===== src/rtl/pmem_ctrl_pkg.sv =====
// ----------------------------------------------------------------------------
// pmem_ctrl_pkg
// Shared definitions for the psum memory accumulation controller:
//   - controller state encoding (IDLE / ACCUM / DRAIN / DONE)
//   - signed saturation bounds for a given psum width
// No ports (package).
// ----------------------------------------------------------------------------
package pmem_ctrl_pkg;

    localparam logic [1:0] ST_IDLE  = 2'd0;
    localparam logic [1:0] ST_ACCUM = 2'd1;
    localparam logic [1:0] ST_DRAIN = 2'd2;
    localparam logic [1:0] ST_DONE  = 2'd3;

    // Largest value representable in a w-bit two's complement word.
    function automatic int sat_max(input int w);
        return (1 <<< (w - 1)) - 1;
    endfunction

    // Smallest value representable in a w-bit two's complement word.
    function automatic int sat_min(input int w);
        return -(1 <<< (w - 1));
    endfunction

endpackage


===== src/rtl/pmem_accum_ctrl_if.sv =====
// ----------------------------------------------------------------------------
// pmem_accum_ctrl_if
// Bundles every non-clock/reset signal of the accumulation controller:
//   - tile control:  i_start, i_len, i_num_pass, o_busy, o_done
//   - psum input stream:  i_psum_valid, i_psum_data, o_psum_ready
//   - drained output stream:  o_out_valid, o_out_data, i_out_ready
//   - pmem write port:  o_mem_wr_en, o_mem_wr_addr, o_mem_wr_data
//   - pmem read port:   o_mem_rd_en, o_mem_rd_addr, i_mem_rd_data
// Modport master is the controller side, slave is the environment side.
// ----------------------------------------------------------------------------
interface pmem_accum_ctrl_if #(
    parameter int DATA_WIDTH = 8,
    parameter int ADDR_WIDTH = 8,
    parameter int PASS_WIDTH = 4
);
    logic                  i_start;
    logic [ADDR_WIDTH-1:0] i_len;
    logic [PASS_WIDTH-1:0] i_num_pass;
    logic                  i_psum_valid;
    logic [DATA_WIDTH-1:0] i_psum_data;
    logic                  o_psum_ready;
    logic                  o_out_valid;
    logic [DATA_WIDTH-1:0] o_out_data;
    logic                  i_out_ready;
    logic                  o_busy;
    logic                  o_done;
    logic                  o_mem_wr_en;
    logic [ADDR_WIDTH-1:0] o_mem_wr_addr;
    logic [DATA_WIDTH-1:0] o_mem_wr_data;
    logic                  o_mem_rd_en;
    logic [ADDR_WIDTH-1:0] o_mem_rd_addr;
    logic [DATA_WIDTH-1:0] i_mem_rd_data;

    modport master (
        input  i_start, i_len, i_num_pass, i_psum_valid, i_psum_data,
               i_out_ready, i_mem_rd_data,
        output o_psum_ready, o_out_valid, o_out_data, o_busy, o_done,
               o_mem_wr_en, o_mem_wr_addr, o_mem_wr_data,
               o_mem_rd_en, o_mem_rd_addr
    );

    modport slave (
        output i_start, i_len, i_num_pass, i_psum_valid, i_psum_data,
               i_out_ready, i_mem_rd_data,
        input  o_psum_ready, o_out_valid, o_out_data, o_busy, o_done,
               o_mem_wr_en, o_mem_wr_addr, o_mem_wr_data,
               o_mem_rd_en, o_mem_rd_addr
    );
endinterface


===== src/rtl/pmem_sat_add.sv =====
// ----------------------------------------------------------------------------
// pmem_sat_add
// Combinational signed add with clamp to the DATA_WIDTH two's complement range.
// Ports:
//   i_a, i_b  signed addends (DATA_WIDTH)
//   o_sum     saturated signed sum (DATA_WIDTH)
// ----------------------------------------------------------------------------
module pmem_sat_add
    import pmem_ctrl_pkg::*;
#(
    parameter int DATA_WIDTH = 8
) (
    input  logic signed [DATA_WIDTH-1:0] i_a,
    input  logic signed [DATA_WIDTH-1:0] i_b,
    output logic signed [DATA_WIDTH-1:0] o_sum
);

    localparam logic signed [DATA_WIDTH:0] SAT_HI = (DATA_WIDTH+1)'(sat_max(DATA_WIDTH));
    localparam logic signed [DATA_WIDTH:0] SAT_LO = (DATA_WIDTH+1)'(sat_min(DATA_WIDTH));

    function automatic logic signed [DATA_WIDTH-1:0] sat(input logic signed [DATA_WIDTH:0] s);
        logic signed [DATA_WIDTH:0] c;
        if (s > SAT_HI) begin
            c = SAT_HI;
        end else if (s < SAT_LO) begin
            c = SAT_LO;
        end else begin
            c = s;
        end
        return c[DATA_WIDTH-1:0];
    endfunction

    // One extra bit keeps the raw sum exact before clamping.
    logic signed [DATA_WIDTH:0] sum_wide;
    assign sum_wide = {i_a[DATA_WIDTH-1], i_a} + {i_b[DATA_WIDTH-1], i_b};
    assign o_sum    = sat(sum_wide);

endmodule


===== src/rtl/pmem_accum_ctrl.sv =====
// ----------------------------------------------------------------------------
// pmem_accum_ctrl
// Accepts partial sums over one or more passes, read-modify-writes them into
// the synchronous psum memory with signed saturation (1 psum/cycle), then
// drains the accumulated tile onto the output stream.
// Ports:
//   i_clk    clock, rising edge
//   i_rst_n  asynchronous active-low reset
//   bus      pmem_accum_ctrl_if.master: tile control, psum stream,
//            output stream, pmem write and read ports
// ----------------------------------------------------------------------------
module pmem_accum_ctrl
    import pmem_ctrl_pkg::*;
#(
    parameter int DATA_WIDTH = 8,
    parameter int ADDR_WIDTH = 8,
    parameter int DEPTH      = 16,
    parameter int PASS_WIDTH = 4
) (
    input  logic              i_clk,
    input  logic              i_rst_n,
    pmem_accum_ctrl_if.master bus
);

    localparam logic [ADDR_WIDTH-1:0] DEPTH_A = ADDR_WIDTH'(DEPTH);
    localparam logic [ADDR_WIDTH-1:0] ONE_A   = ADDR_WIDTH'(1);
    localparam logic [PASS_WIDTH-1:0] ONE_P   = PASS_WIDTH'(1);

    logic [1:0]            state_q, state_d;
    logic [ADDR_WIDTH-1:0] len_q, len_d;
    logic [ADDR_WIDTH-1:0] addr_q, addr_d;
    logic [PASS_WIDTH-1:0] passes_q, passes_d;
    logic [PASS_WIDTH-1:0] pass_q, pass_d;
    logic                  all_acc_q, all_acc_d;
    logic                  out_vld_q, out_vld_d;

    logic                         vld_p1_q;
    logic                         first_p1_q;
    logic [ADDR_WIDTH-1:0]        addr_p1_q;
    logic signed [DATA_WIDTH-1:0] psum_p1_q;

    logic                         psum_rdy;
    logic                         psum_acc;
    logic                         last_addr;
    logic                         last_pass;
    logic                         drain_rd;
    logic                         rd_en;
    logic signed [DATA_WIDTH-1:0] rd_data_s;
    logic signed [DATA_WIDTH-1:0] sum_p1;

    // Ready is a pure state decode; it drops once the final psum is taken.
    assign psum_rdy  = (state_q == ST_ACCUM) && !all_acc_q;
    assign psum_acc  = psum_rdy && bus.i_psum_valid;
    assign last_addr = (addr_q == len_q - ONE_A);
    assign last_pass = (pass_q == passes_q - ONE_P);

    // In DRAIN addr_q counts issued reads; a new read is only allowed when the
    // held word is empty or leaving, so stalled data never changes.
    assign drain_rd  = (state_q == ST_DRAIN) && (addr_q != len_q) &&
                       (!out_vld_q || bus.i_out_ready);

    always_comb begin
        state_d   = state_q;
        len_d     = len_q;
        passes_d  = passes_q;
        pass_d    = pass_q;
        addr_d    = addr_q;
        all_acc_d = all_acc_q;
        case (state_q)
            ST_IDLE: begin
                if (bus.i_start && (bus.i_len != '0)) begin
                    len_d     = (bus.i_len > DEPTH_A) ? DEPTH_A : bus.i_len;
                    passes_d  = (bus.i_num_pass == '0) ? ONE_P : bus.i_num_pass;
                    pass_d    = '0;
                    addr_d    = '0;
                    all_acc_d = 1'b0;
                    state_d   = ST_ACCUM;
                end
            end
            ST_ACCUM: begin
                if (psum_acc) begin
                    if (last_addr) begin
                        addr_d = '0;
                        if (last_pass) begin
                            all_acc_d = 1'b1;
                        end else begin
                            pass_d = pass_q + ONE_P;
                        end
                    end else begin
                        addr_d = addr_q + ONE_A;
                    end
                end
                // The final write is in stage 1 this cycle and commits at this
                // edge, so the first drain read may be issued next cycle.
                if (all_acc_q) begin
                    all_acc_d = 1'b0;
                    state_d   = ST_DRAIN;
                end
            end
            ST_DRAIN: begin
                if (drain_rd) begin
                    addr_d = addr_q + ONE_A;
                end
                if (out_vld_q && bus.i_out_ready && (addr_q == len_q)) begin
                    state_d = ST_DONE;
                end
            end
            ST_DONE: begin
                state_d = ST_IDLE;
            end
            default: begin
                state_d = ST_IDLE;
            end
        endcase
    end

    always_comb begin
        if (drain_rd) begin
            out_vld_d = 1'b1;
        end else if (bus.i_out_ready) begin
            out_vld_d = 1'b0;
        end else begin
            out_vld_d = out_vld_q;
        end
    end

    always_ff @(posedge i_clk or negedge i_rst_n) begin
        if (!i_rst_n) begin
            state_q    <= ST_IDLE;
            len_q      <= '0;
            passes_q   <= '0;
            pass_q     <= '0;
            addr_q     <= '0;
            all_acc_q  <= 1'b0;
            out_vld_q  <= 1'b0;
            vld_p1_q   <= 1'b0;
            first_p1_q <= 1'b0;
            addr_p1_q  <= '0;
            psum_p1_q  <= '0;
        end else begin
            state_q   <= state_d;
            len_q     <= len_d;
            passes_q  <= passes_d;
            pass_q    <= pass_d;
            addr_q    <= addr_d;
            all_acc_q <= all_acc_d;
            out_vld_q <= out_vld_d;
            // Stage 1: accepted psum waits here while pmem returns the old value.
            vld_p1_q  <= psum_acc;
            if (psum_acc) begin
                addr_p1_q  <= addr_q;
                psum_p1_q  <= bus.i_psum_data;
                first_p1_q <= (pass_q == '0);
            end
        end
    end

    assign rd_data_s = bus.i_mem_rd_data;

    pmem_sat_add #(
        .DATA_WIDTH (DATA_WIDTH)
    ) u_sat_add (
        .i_a   (rd_data_s),
        .i_b   (psum_p1_q),
        .o_sum (sum_p1)
    );

    // Pass 0 overwrites stale tile contents, so it needs no read.
    assign rd_en = (psum_acc && (pass_q != '0)) || drain_rd;

    assign bus.o_psum_ready  = psum_rdy;
    assign bus.o_mem_rd_en   = rd_en;
    assign bus.o_mem_rd_addr = rd_en ? addr_q : '0;
    assign bus.o_mem_wr_en   = vld_p1_q;
    assign bus.o_mem_wr_addr = vld_p1_q ? addr_p1_q : '0;
    assign bus.o_mem_wr_data = !vld_p1_q ? '0 : (first_p1_q ? psum_p1_q : sum_p1);
    assign bus.o_out_valid   = out_vld_q;
    assign bus.o_out_data    = out_vld_q ? bus.i_mem_rd_data : '0;
    assign bus.o_busy        = (state_q != ST_IDLE);
    assign bus.o_done        = (state_q == ST_DONE);

endmodule


===== src/flat_wrapper.sv =====
// flat-port wrapper written by rule: the top's interface ports become plain ports
module pmem_accum_ctrl_flat import pmem_ctrl_pkg::*;
#(
    parameter int DATA_WIDTH = 8,
    parameter int ADDR_WIDTH = 8,
    parameter int DEPTH      = 16,
    parameter int PASS_WIDTH = 4
)
  (i_clk, i_rst_n, bus_i_start, bus_i_len, bus_i_num_pass, bus_i_psum_valid, bus_i_psum_data, bus_i_out_ready, bus_i_mem_rd_data, bus_o_psum_ready, bus_o_out_valid, bus_o_out_data, bus_o_busy, bus_o_done, bus_o_mem_wr_en, bus_o_mem_wr_addr, bus_o_mem_wr_data, bus_o_mem_rd_en, bus_o_mem_rd_addr);
  pmem_accum_ctrl_if #(.DATA_WIDTH(DATA_WIDTH), .ADDR_WIDTH(ADDR_WIDTH), .PASS_WIDTH(PASS_WIDTH)) bus_i ();
  input  logic i_clk;
  input  logic i_rst_n;
  input wire logic [$bits(bus_i.i_start)-1:0] bus_i_start;
  input wire logic [$bits(bus_i.i_len)-1:0] bus_i_len;
  input wire logic [$bits(bus_i.i_num_pass)-1:0] bus_i_num_pass;
  input wire logic [$bits(bus_i.i_psum_valid)-1:0] bus_i_psum_valid;
  input wire logic [$bits(bus_i.i_psum_data)-1:0] bus_i_psum_data;
  input wire logic [$bits(bus_i.i_out_ready)-1:0] bus_i_out_ready;
  input wire logic [$bits(bus_i.i_mem_rd_data)-1:0] bus_i_mem_rd_data;
  output wire logic [$bits(bus_i.o_psum_ready)-1:0] bus_o_psum_ready;
  output wire logic [$bits(bus_i.o_out_valid)-1:0] bus_o_out_valid;
  output wire logic [$bits(bus_i.o_out_data)-1:0] bus_o_out_data;
  output wire logic [$bits(bus_i.o_busy)-1:0] bus_o_busy;
  output wire logic [$bits(bus_i.o_done)-1:0] bus_o_done;
  output wire logic [$bits(bus_i.o_mem_wr_en)-1:0] bus_o_mem_wr_en;
  output wire logic [$bits(bus_i.o_mem_wr_addr)-1:0] bus_o_mem_wr_addr;
  output wire logic [$bits(bus_i.o_mem_wr_data)-1:0] bus_o_mem_wr_data;
  output wire logic [$bits(bus_i.o_mem_rd_en)-1:0] bus_o_mem_rd_en;
  output wire logic [$bits(bus_i.o_mem_rd_addr)-1:0] bus_o_mem_rd_addr;
  assign bus_i.i_start = bus_i_start;
  assign bus_i.i_len = bus_i_len;
  assign bus_i.i_num_pass = bus_i_num_pass;
  assign bus_i.i_psum_valid = bus_i_psum_valid;
  assign bus_i.i_psum_data = bus_i_psum_data;
  assign bus_i.i_out_ready = bus_i_out_ready;
  assign bus_i.i_mem_rd_data = bus_i_mem_rd_data;
  assign bus_o_psum_ready = bus_i.o_psum_ready;
  assign bus_o_out_valid = bus_i.o_out_valid;
  assign bus_o_out_data = bus_i.o_out_data;
  assign bus_o_busy = bus_i.o_busy;
  assign bus_o_done = bus_i.o_done;
  assign bus_o_mem_wr_en = bus_i.o_mem_wr_en;
  assign bus_o_mem_wr_addr = bus_i.o_mem_wr_addr;
  assign bus_o_mem_wr_data = bus_i.o_mem_wr_data;
  assign bus_o_mem_rd_en = bus_i.o_mem_rd_en;
  assign bus_o_mem_rd_addr = bus_i.o_mem_rd_addr;
  pmem_accum_ctrl #(.DATA_WIDTH(DATA_WIDTH), .ADDR_WIDTH(ADDR_WIDTH), .DEPTH(DEPTH), .PASS_WIDTH(PASS_WIDTH)) u_core (.i_clk(i_clk), .i_rst_n(i_rst_n), .bus(bus_i));
endmodule

===== config.mk =====
export PLATFORM = sky130hd
export DESIGN_NAME = pmem_accum_ctrl_flat
export DESIGN_NICKNAME = d
export VERILOG_FILES = /design/src/rtl/pmem_ctrl_pkg.sv /design/src/rtl/pmem_accum_ctrl_if.sv /design/src/rtl/pmem_sat_add.sv /design/src/rtl/pmem_accum_ctrl.sv /design/src/flat_wrapper.sv
export SDC_FILE = /design/constraint.sdc
export NUM_CORES = 1
export LEC_CHECK = 0
export CORE_AREA = 2 2 99 101
export DETAILED_ROUTE_END_ITERATION = 8
export DIE_AREA = 0 0 101 103
export GPL_TIMING_DRIVEN = 0
export SLEW_MARGIN = 30
export SYNTH_ARGS = -nofsm -noshare
export SYNTH_HDL_FRONTEND = slang
export SYNTH_SLANG_ARGS = --single-unit

===== constraint.sdc =====
create_clock -name i_clk -period 8.7 [get_ports i_clk]
set_input_delay 1.74 -clock i_clk [delete_from_list [all_inputs] [get_ports i_clk]]
set_output_delay 1.74 -clock i_clk [all_outputs]
set_load 0.02 [all_outputs]

==> results of run 1 <==
[power by group through the flow]
| stage | registers [uW] | logic [uW] | clock network (uW) |
|---|---|---|---|
| after detailed placement | 352 | 734 | 0 |
| after floorplan | 335 | 522 | 0 |
| after global placement | 347 | 717 | 0 |
| after global routing | 357 | 811 | 153 |
| after CTS | 347 | 737 | 144 |
| final | 347 | 732 | 137 |
[layout make-up]
cell class / count / area [um2]
clock inverter: 3 / 25.0
tap: 114 / 143
timing repair buffer: 70 / 698
clock buffer: 5 / 68.8
inverter: 18 / 67.6
fill: 955 / 5350
sequential: 46 / 1150
buffer: 12 / 55.1
multi-input combinational: 263 / 1900
[cells by family (layout without fill, tap and decap cells)]
family,count (synthesis),after routing
AO/OA/AOI/OAI,73,73
buffers and inverters,30,108
multiplexers,20,20
AND/OR/NAND/NOR,127,127
XOR/XNOR,25,25
flip-flops,46,46
adder cells (fa/ha/maj),18,18
[path summary, 6_finish.rpt]
path / startpoint / cells past startpoint / slack, ns / to
max reg2reg: u_core.state_q[1] / 7 / 6.22 / u_core.psum_p1_q[7]
min reg2reg: u_core.addr_p1_q[4] / 2 / 0.49 / u_core.addr_p1_q[4]
max in group asynchronous: i_rst_n / 1 / 6.86 / u_core.addr_q[1]
max: bus_i_mem_rd_data[1] / 10 / 2.23 / bus_o_mem_wr_data[6]
min in group asynchronous: i_rst_n / 1 / 1.43 / u_core.psum_p1_q[3]
min: u_core.addr_p1_q[4] / 2 / 0.49 / u_core.addr_p1_q[4]
[metrics by stage]
step | instances | utilization [%] | power, uW | area, um2 | worst slack [ns]
3_3_place_gp | 523 | 42.4 | 1060 | 4010 | 1.84
6_report | 531 | 43.5 | 1220 | 4110 | 2.23
2_1_floorplan | 339 | - | 857 | 3170 | 3.39
3_5_place_dp | 523 | 42.5 | 1090 | 4020 | 2.24
5_1_grt | 531 | 43.5 | 1320 | 4110 | 2.01
4_1_cts | 531 | 43.5 | 1230 | 4110 | 2.23
[metal layers]
metal / vias to the layer above / part of all wire, % / routed length, um / track usage [%]
met5: - / 0 / 0 / 0
met2: 75 / 46 / 3390 / 25.5
met4: 0 / 1.4 / 101 / 4.26
li1: 1355 / - / - / -
met3: 7 / 5.0 / 372 / 2.44
met1: 1266 / 48 / 3560 / 19.8
[sequential cells by signal, summed over array words and instances (netlist names)]
name and flops:
u_core.len_q 8, u_core.psum_p1_q 8, u_core.passes_q 4, u_core.first_p1_q 1, u_core.state_q 2, u_core.bus.o_mem_wr_en 1, u_core.all_acc_q 1, u_core.addr_p1_q 8
u_core.pass_q 4, u_core.addr_q 8, u_core.bus.o_out_valid 1
[cells in the final DEF (no fill, tap or decap), drive strengths merged, types with 3 or more instances in the layout]
| cell type | Yosys | layout |
|---|---|---|
| nor2b | 3 | 3 |
| nor2 | 11 | 11 |
| and2 | 28 | 28 |
| nand3 | 7 | 7 |
| buf | 3 | 4 |
| a21o | 6 | 6 |
| nand2b | 5 | 5 |
| nor3 | 7 | 7 |
| and3 | 3 | 3 |
| o22ai | 3 | 3 |
| xor2 | 13 | 13 |
| or4 | 4 | 4 |
| a22oi | 6 | 6 |
| dfrtp | 46 | 46 |
| inv | 18 | 19 |
| mux2 | 19 | 19 |
| xnor2 | 12 | 12 |
| ha | 17 | 17 |
| nand2 | 39 | 39 |
| a31oi | 6 | 6 |
| nand3b | 5 | 5 |
| a21oi | 14 | 14 |
| nand4 | 4 | 4 |
| nor4 | 6 | 6 |
| o21ai | 19 | 19 |
| clkdlybuf4s50 | 0 | 69 |
| clkbuf | 9 | 14 |
| o211ai | 4 | 4 |
[critical path: stages]
cell,delay (ns)
sky130_fd_sc_hd__clkdlybuf4s50_1,0.47
sky130_fd_sc_hd__ha_1,0.32
sky130_fd_sc_hd__a21o_1,0.16
sky130_fd_sc_hd__a21o_1,0.21
sky130_fd_sc_hd__a31oi_1,0.25
sky130_fd_sc_hd__nor2_1,0.08
sky130_fd_sc_hd__nor4_2,0.60
sky130_fd_sc_hd__a22oi_1,0.17
sky130_fd_sc_hd__nand2_1,0.12
sky130_fd_sc_hd__clkdlybuf4s50_1,0.61
==> summary.md, run 1 <==
The flow ran to the end, and the final reports show no timing, DRC or antenna violations. No sink is reached through more buffers than the 2 on the longest clock path. In this run, the combinational gates consume 60.2% of the power. The tool flagged a number of max-cap violations equal to 0.

The area fraction in and, or, nand and nor cells after synthesis is 22.5%. The clock drives 46 sinks. For this run, asynchronously set or reset flops after synthesis account for 100%.

After detailed routing, the number of vias per cell comes to 5.09. Once the floorplan was initialized, standard cells occupied 33.5% of the core. The synthesized design contains 46 register bits. During placement, the flow inserted port buffers numbering 70. The netlist area before placement is 3170 um2. The number of nets in the final layout is 467. The worst vdd rail ir drop was 0.105 mV. The share of total power dissipated in sequential elements is 28.5%. Setup violations remaining at the end of the flow were counted as 0. Post-CTS repair changed the size of 0 cells.

The final-layout setup total negative slack was 0 ns. The average footprint of a synthesized cell is 9.35 um2, and the global router's overall resource usage is 15.0%. Synthesis produced a netlist whose cell count is 339. Summed over all nets, the switching power comes to 537 uW. The highest fanout seen on the critical path works out to 7. In this run switching power makes up 44.2% of total power. Main combinational cell family by area after synthesis: simple AND/OR/NAND/NOR gates. The area of the core was 9460 um2; the arrival time at the worst endpoint was 4.73 ns. Routability-driven placement finished with a final weighted congestion of 0.799.

The tools report the sequential share of the synthesized area as 36.3%. The hold violation count in the final report came out at 0. The run gives 0 as the final global-route overflow total. The placement row count came out at 36. DRC marker count from the first detailed-route iteration: 109. Relative to the synthesized area, the layout overhead comes to 29.7%. The first detailed-routing pass took 4 iterations. The routed wire length is 7430 um. The run gives 0 as the post-CTS setup buffer count.

The critical path is of the primary input to output port type. Among all cell types in the netlist, the one instantiated most often is sky130_fd_sc_hd__dfrtp_1. The tools report the number of antenna diodes as 0.

After synthesis, the cell types taking the most area are sky130_fd_sc_hd__dfrtp_1, sky130_fd_sc_hd__mux2_2, sky130_fd_sc_hd__ha_1. The final-report max-slew violation count is 0. Setup repair after global routing left no endpoint under its margin. Detailed placement ended at an HPWL of 5760 um. Startpoint type of the worst setup path: a primary input. TritonCTS built the clock tree.

The most used flip-flop cell after synthesis is sky130_fd_sc_hd__dfrtp_1. The clock input transition at the sequential cells of the worst setup and hold paths was 0.10 ns. The xor/xnor cell area share of the yosys netlist was 7.14%; the number of warnings issued by yosys was 0. Number of flops mapped to enable cells by yosys: 0. The clock network is responsible for 11.3% of the overall power. The run gives 0 as the number of buffers inserted for hold repair after clock tree synthesis. Cell taking the most area after synthesis: sky130_fd_sc_hd__dfrtp_1. The number of global-route vias before repair is 2550, and the routed wire length per instance is 14.0 um.

Slew at the pin closest to its max-slew limit: 0.730 ns. The share of the synthesized area in the top cell type came out at 36.3%. The post-route netlist has 11.3% of its cells at a drive strength greater than 1. The worst hold path belongs to the class flop to flop. The H-tree generated during clock tree synthesis spans 2 levels.

First-pass GRT wire length: 12300 um. The run gives 0 as the DRC violation count after routing. Dividing the final minimum period by the clock period gives 74.3%. The clock root buffer master is sky130_fd_sc_hd__clkbuf_8. The worst max-slew margin expressed relative to the limit is 51.4%, and the data required time at the worst endpoint is 6.96 ns. The pin count of the biggest net entering global routing came out at 47.

The die is 103 um tall. The clock insertion delay at the later pin of the skew report was 0.30 ns. The maximum operating frequency was 155 MHz.

The logs give 0 for the number of antenna-violating nets in the routed design and 10400 um2 for the die area. The floorplan die width works out to 101 um. The analysis attributes to cell leakage a power of 0.00179 uW. When the netlist entered floorplanning its net count stood at 390. Final hold analysis gives a worst-case slack of 0.486 ns. The logs give 2703 for the routed via count and 5 for the number of buffers created by CTS. The final worst clock skew is 0.00725 ns, and the fraction of synthesized area in multiplexers is 7.06%. The internal power of the cells was 678 uW. The synthesized netlist devotes 7.34% of its cell area to adder and majority cells. The commonest cells after synthesis are sky130_fd_sc_hd__dfrtp_1, sky130_fd_sc_hd__nand2_1, sky130_fd_sc_hd__and2_1. The type of destination of the critical path was an output port. The share of the synthesized area in compound gates (AO/OA/AOI/OAI) is 15.8%.

The number of top-level pins was 71; the count of different cell masters after synthesis was 57. Initial antenna violation count: 0. Clock period minus final worst setup slack: 6.47 ns. The power density over the cells came out at 296 nW/um2.
No activity file was read; power rests on OpenSTA's default activity.
==> run 2, diff against run 1 <==
Clock period 8.7 ns to 5.8 ns, I/O delays scaled along.
==> results of run 2 <==
The final DEF is identical to that of run 1. Status: finished, final reports clean.
Main changes from that run: setup slack after placement 2.24 ns -> 0.497 ns; setup slack after layout 2.23 ns -> 0.494 ns; register-to-register setup slack 6.22 ns -> 3.32 ns; total power 1220 uW -> 1820 uW; worst IR drop on VDD 0.105 mV -> 0.158 mV
==> run 3, diff against run 2 <==
Settings changed: SLEW_MARGIN 30 to 5.
Clock period 5.8 ns to 5.93 ns, I/O delays scaled along.
==> run 3 against run 2 <==
Compared with the run above:
- hold slack improved by 0.0024 ns
- non-clock buffer count is 1 higher
- register-to-register slack better by 0.13 ns
- worst setup slack better by 0.065 ns
- critical path type unchanged
- largest cell class unchanged
- largest power group unchanged
- highest routed layer unchanged
==> summary.md, run 3 (same netlist as run 1, synthesis figures left out) <==
The DRC marker count from the first detailed-route iteration was 124 (+14%); the final global-route overflow total was 0 (unchanged). The number of buffers created by CTS came out at 5 (unchanged). The number of antenna diodes is 0 (unchanged), and the clock power share is 11.4% (about the same).

The relative contribution of sequential cells to total power came out at 28.3% (-0.2 points). The area of the multi-input gates is 1900 um2 (unchanged), and the final-layout setup total negative slack is 0 ns (unchanged). The routed wire length per instance works out to 14.3 um (+2.1%). The routed via count was 2731 (+1.0%); the number of buffers inserted for hold repair after clock tree synthesis was 0 (unchanged). The initial antenna violation count is 0 (unchanged). Final-report max-slew violation count: 0 (unchanged). The fill cell instance count of the final layout came out at 952 (-0.31%).

The most common cell after layout, fill and taps aside was sky130_fd_sc_hd__clkdlybuf4s50_1. The internal power of the cells came out at 996 uW. The worst max-slew margin expressed relative to the limit was 49.5% (-1.9 points); the number of antenna-violating nets in the routed design was 0 (unchanged). Slew at the pin closest to its max-slew limit: 0.758 ns (+0.0280 ns). The setup path with the least slack is of type primary input to output port.

The logs give 524 (+0.19%) for the cell count after placement and 43.7% (+0.19 points) for the core occupancy in the finished layout. The leakage component of the power was 0.00180 uW (+0.48%); the global router's overall resource usage was 15.2% (+0.17 points). The flow ran to the end, and the final reports show no timing, DRC or antenna violations. Setup repair after global routing left no endpoint under its margin. The worst path in the final design needs a cycle of 5.37 ns, including I/O delays and setup. After layout, the worst path uses 90.6% of the clock period. The floorplan die width was 101 um (unchanged); the sum of net half-perimeters after detailed placement was 5890 um (+2.3%). The cell family contributing the most delay on the critical path is buffers and inverters. Summed over all nets, the switching power comes to 797 uW.

The tools report the total iterations of the first detailed-routing run as 4 (unchanged). The worst setup path is launched from a primary input. Dividing total power by cell area gives a power density of 434 nW/um2.

The tools report the worst setup slack after layout as 0.559 ns. The CTS H-tree depth is 2 (unchanged). The number of vias per cell came out at 5.13 (+0.85%).

The starting density of the core is 33.5% (unchanged), and the highest fanout seen on the critical path is 7 (unchanged). For the part of the power in combinational logic, the log shows 60.2% (about the same). Clock input transition at the sequential cells of the worst setup and hold paths: 0.10 ns (about the same). The hold violation count in the final report was 0 (unchanged). First-pass GRT wire length: 12600 um (+2.0%). The placement row count is 36 (unchanged).

For the number of nets in the final layout, the log shows 468 (+0.21%). The number of I/O port buffers is 70 (unchanged). For the DRC violation count after routing, the log shows 0 (unchanged). The area growth from synthesis to layout is 30.2%.

The global placer's final weighted congestion is 0.799 (unchanged). The cell at the slowest stage of the critical path is sky130_fd_sc_hd__nor4_2. In the layout the commonest cells are sky130_fd_sc_hd__clkdlybuf4s50_1, sky130_fd_sc_hd__dfrtp_1, sky130_fd_sc_hd__nand2_1. The die boundary height was 103 um (unchanged); the max-cap check violation count was 0 (unchanged).

The critical path goes through clkdlybuf4s50_1 > ha_1 > a21o_1 > a21o_1 > a31oi_1 > nor2_1 > nor4_2 > a22oi_1 > nand2_1 > clkdlybuf4s50_1. The number of standard cells in the layout, taps in and fillers out was 532 (+0.19%). The fraction of final layout cells with drive strength greater than 1 is 11.5% (+0.21 points).

The final count of negative-setup-slack endpoints came out at 0 (unchanged). The logs give 2622 (+2.8%) for the number of global-route vias before repair and 186 MHz for the maximum operating frequency. The TritonCTS sink count was 46 (unchanged); the critical path's largest stage delay was 0.61 ns (about the same). The worst setup path is captured at an output port. Data on the critical path arrives at its endpoint at 4.19 ns. For the die area, the log shows 10400 um2 (unchanged). The routed wire length is 7600 um (+2.3%), and the pin count of the biggest net entering global routing is 28 (-40%). Of the total power, the share spent switching nets is 44.4%. At the worst endpoint, the required time is 4.74 ns.

The worst hold path belongs to the class flop to flop. The area occupied by registers is 1150 um2 (unchanged), and the number of top-level pins is 71 (unchanged). For the final hold slack, the log shows 0.489 ns (+0.00239 ns). The tools report the area of the core as 9460 um2 (unchanged). TritonCTS built the clock tree. The cell sitting at the root of the clock tree is a sky130_fd_sc_hd__clkbuf_8. The clock tree buffer depth is 2 (unchanged). The clock insertion delay at the later pin of the skew report was 0.30 ns (about the same); the number of buffer and inverter instances along the worst setup path was 2 (unchanged). The final worst clock skew was 0.0112 ns (+0.00393 ns). The tools report the post-place setup slack as 0.226 ns. The run gives 0.159 mV as the worst vdd rail ir drop.
## run 3: cell count changes in the layout (fill, tap and decap cells not counted), sizes merged
cell | previous run | this run
buf | 4 | 5
## run 3: worst reg2reg max path, delay by kind of cell, from the launching register on
kind                       cells  cell delay [ns]
adders and majority gates      1             0.24
buffers and inverters          3             1.05
DFF                            1             0.38
muxes                          1             0.40
and+or+nand+nor                2             0.30
## run 3: final cells by class
class                      count  share of cell area (%)
multi-input combinational    263                    46.1
sequential                    46                    27.9
timing repair buffer          71                    17.3
tap                          114                    3.45
clock buffer                   5                    1.67
inverter                      18                    1.64
buffer                        12                    1.33
clock inverter                 3                   0.606
## run 3: power groups by stage
stage	Sequential (uW)	Clock (uW)	Combinational [uW]
floorplan	491	0	766
global placement	509	0	1050
detailed placement	515	0	1080
CTS	509	214	1080
global route	525	229	1190
finish	508	205	1080
## run 3: repair_timing
| action | in CTS | in global routing |
|---|---|---|
| setup endpoints to repair | 0 | 7 |
| buffers inserted | 0 | 0 |
| resized for setup | 0 | 1 |
## run 3: per-layer routing
layer | GRT usage (%) | vias up | wire [um]
met1 | 20.3 | 1282 | 3670
met4 | 4.26 | 0 | 91
met3 | 2.24 | 6 | 436
met5 | 0 | - | 0
li1 | - | 1356 | -
met2 | 25.6 | 87 | 3400
## run 3: stage by stage
step           total power [uW]  cell area (um2)
4_1_cts                    1810             4120
3_3_place_gp               1560             4010
5_1_grt                    1950             4130
6_report                   1790             4130
2_1_floorplan              1260             3170
3_5_place_dp               1590             4030
## run 3: worst paths after layout
kind | cells after the start | to | start | slack [ns]
setup reg to reg | 7 | u_core.psum_p1_q[3] | u_core.state_q[1] | 3.45
hold / removal | 2 | u_core.addr_p1_q[4] | u_core.addr_p1_q[4] | 0.49
min in group asynchronous | 1 | u_core.addr_q[5] | i_rst_n | 0.84
setup / recovery | 10 | bus_o_mem_wr_data[6] | bus_i_mem_rd_data[1] | 0.56
hold reg to reg | 2 | u_core.addr_p1_q[4] | u_core.addr_p1_q[4] | 0.49
max in group asynchronous | 2 | u_core.state_q[0] | i_rst_n | 4.58
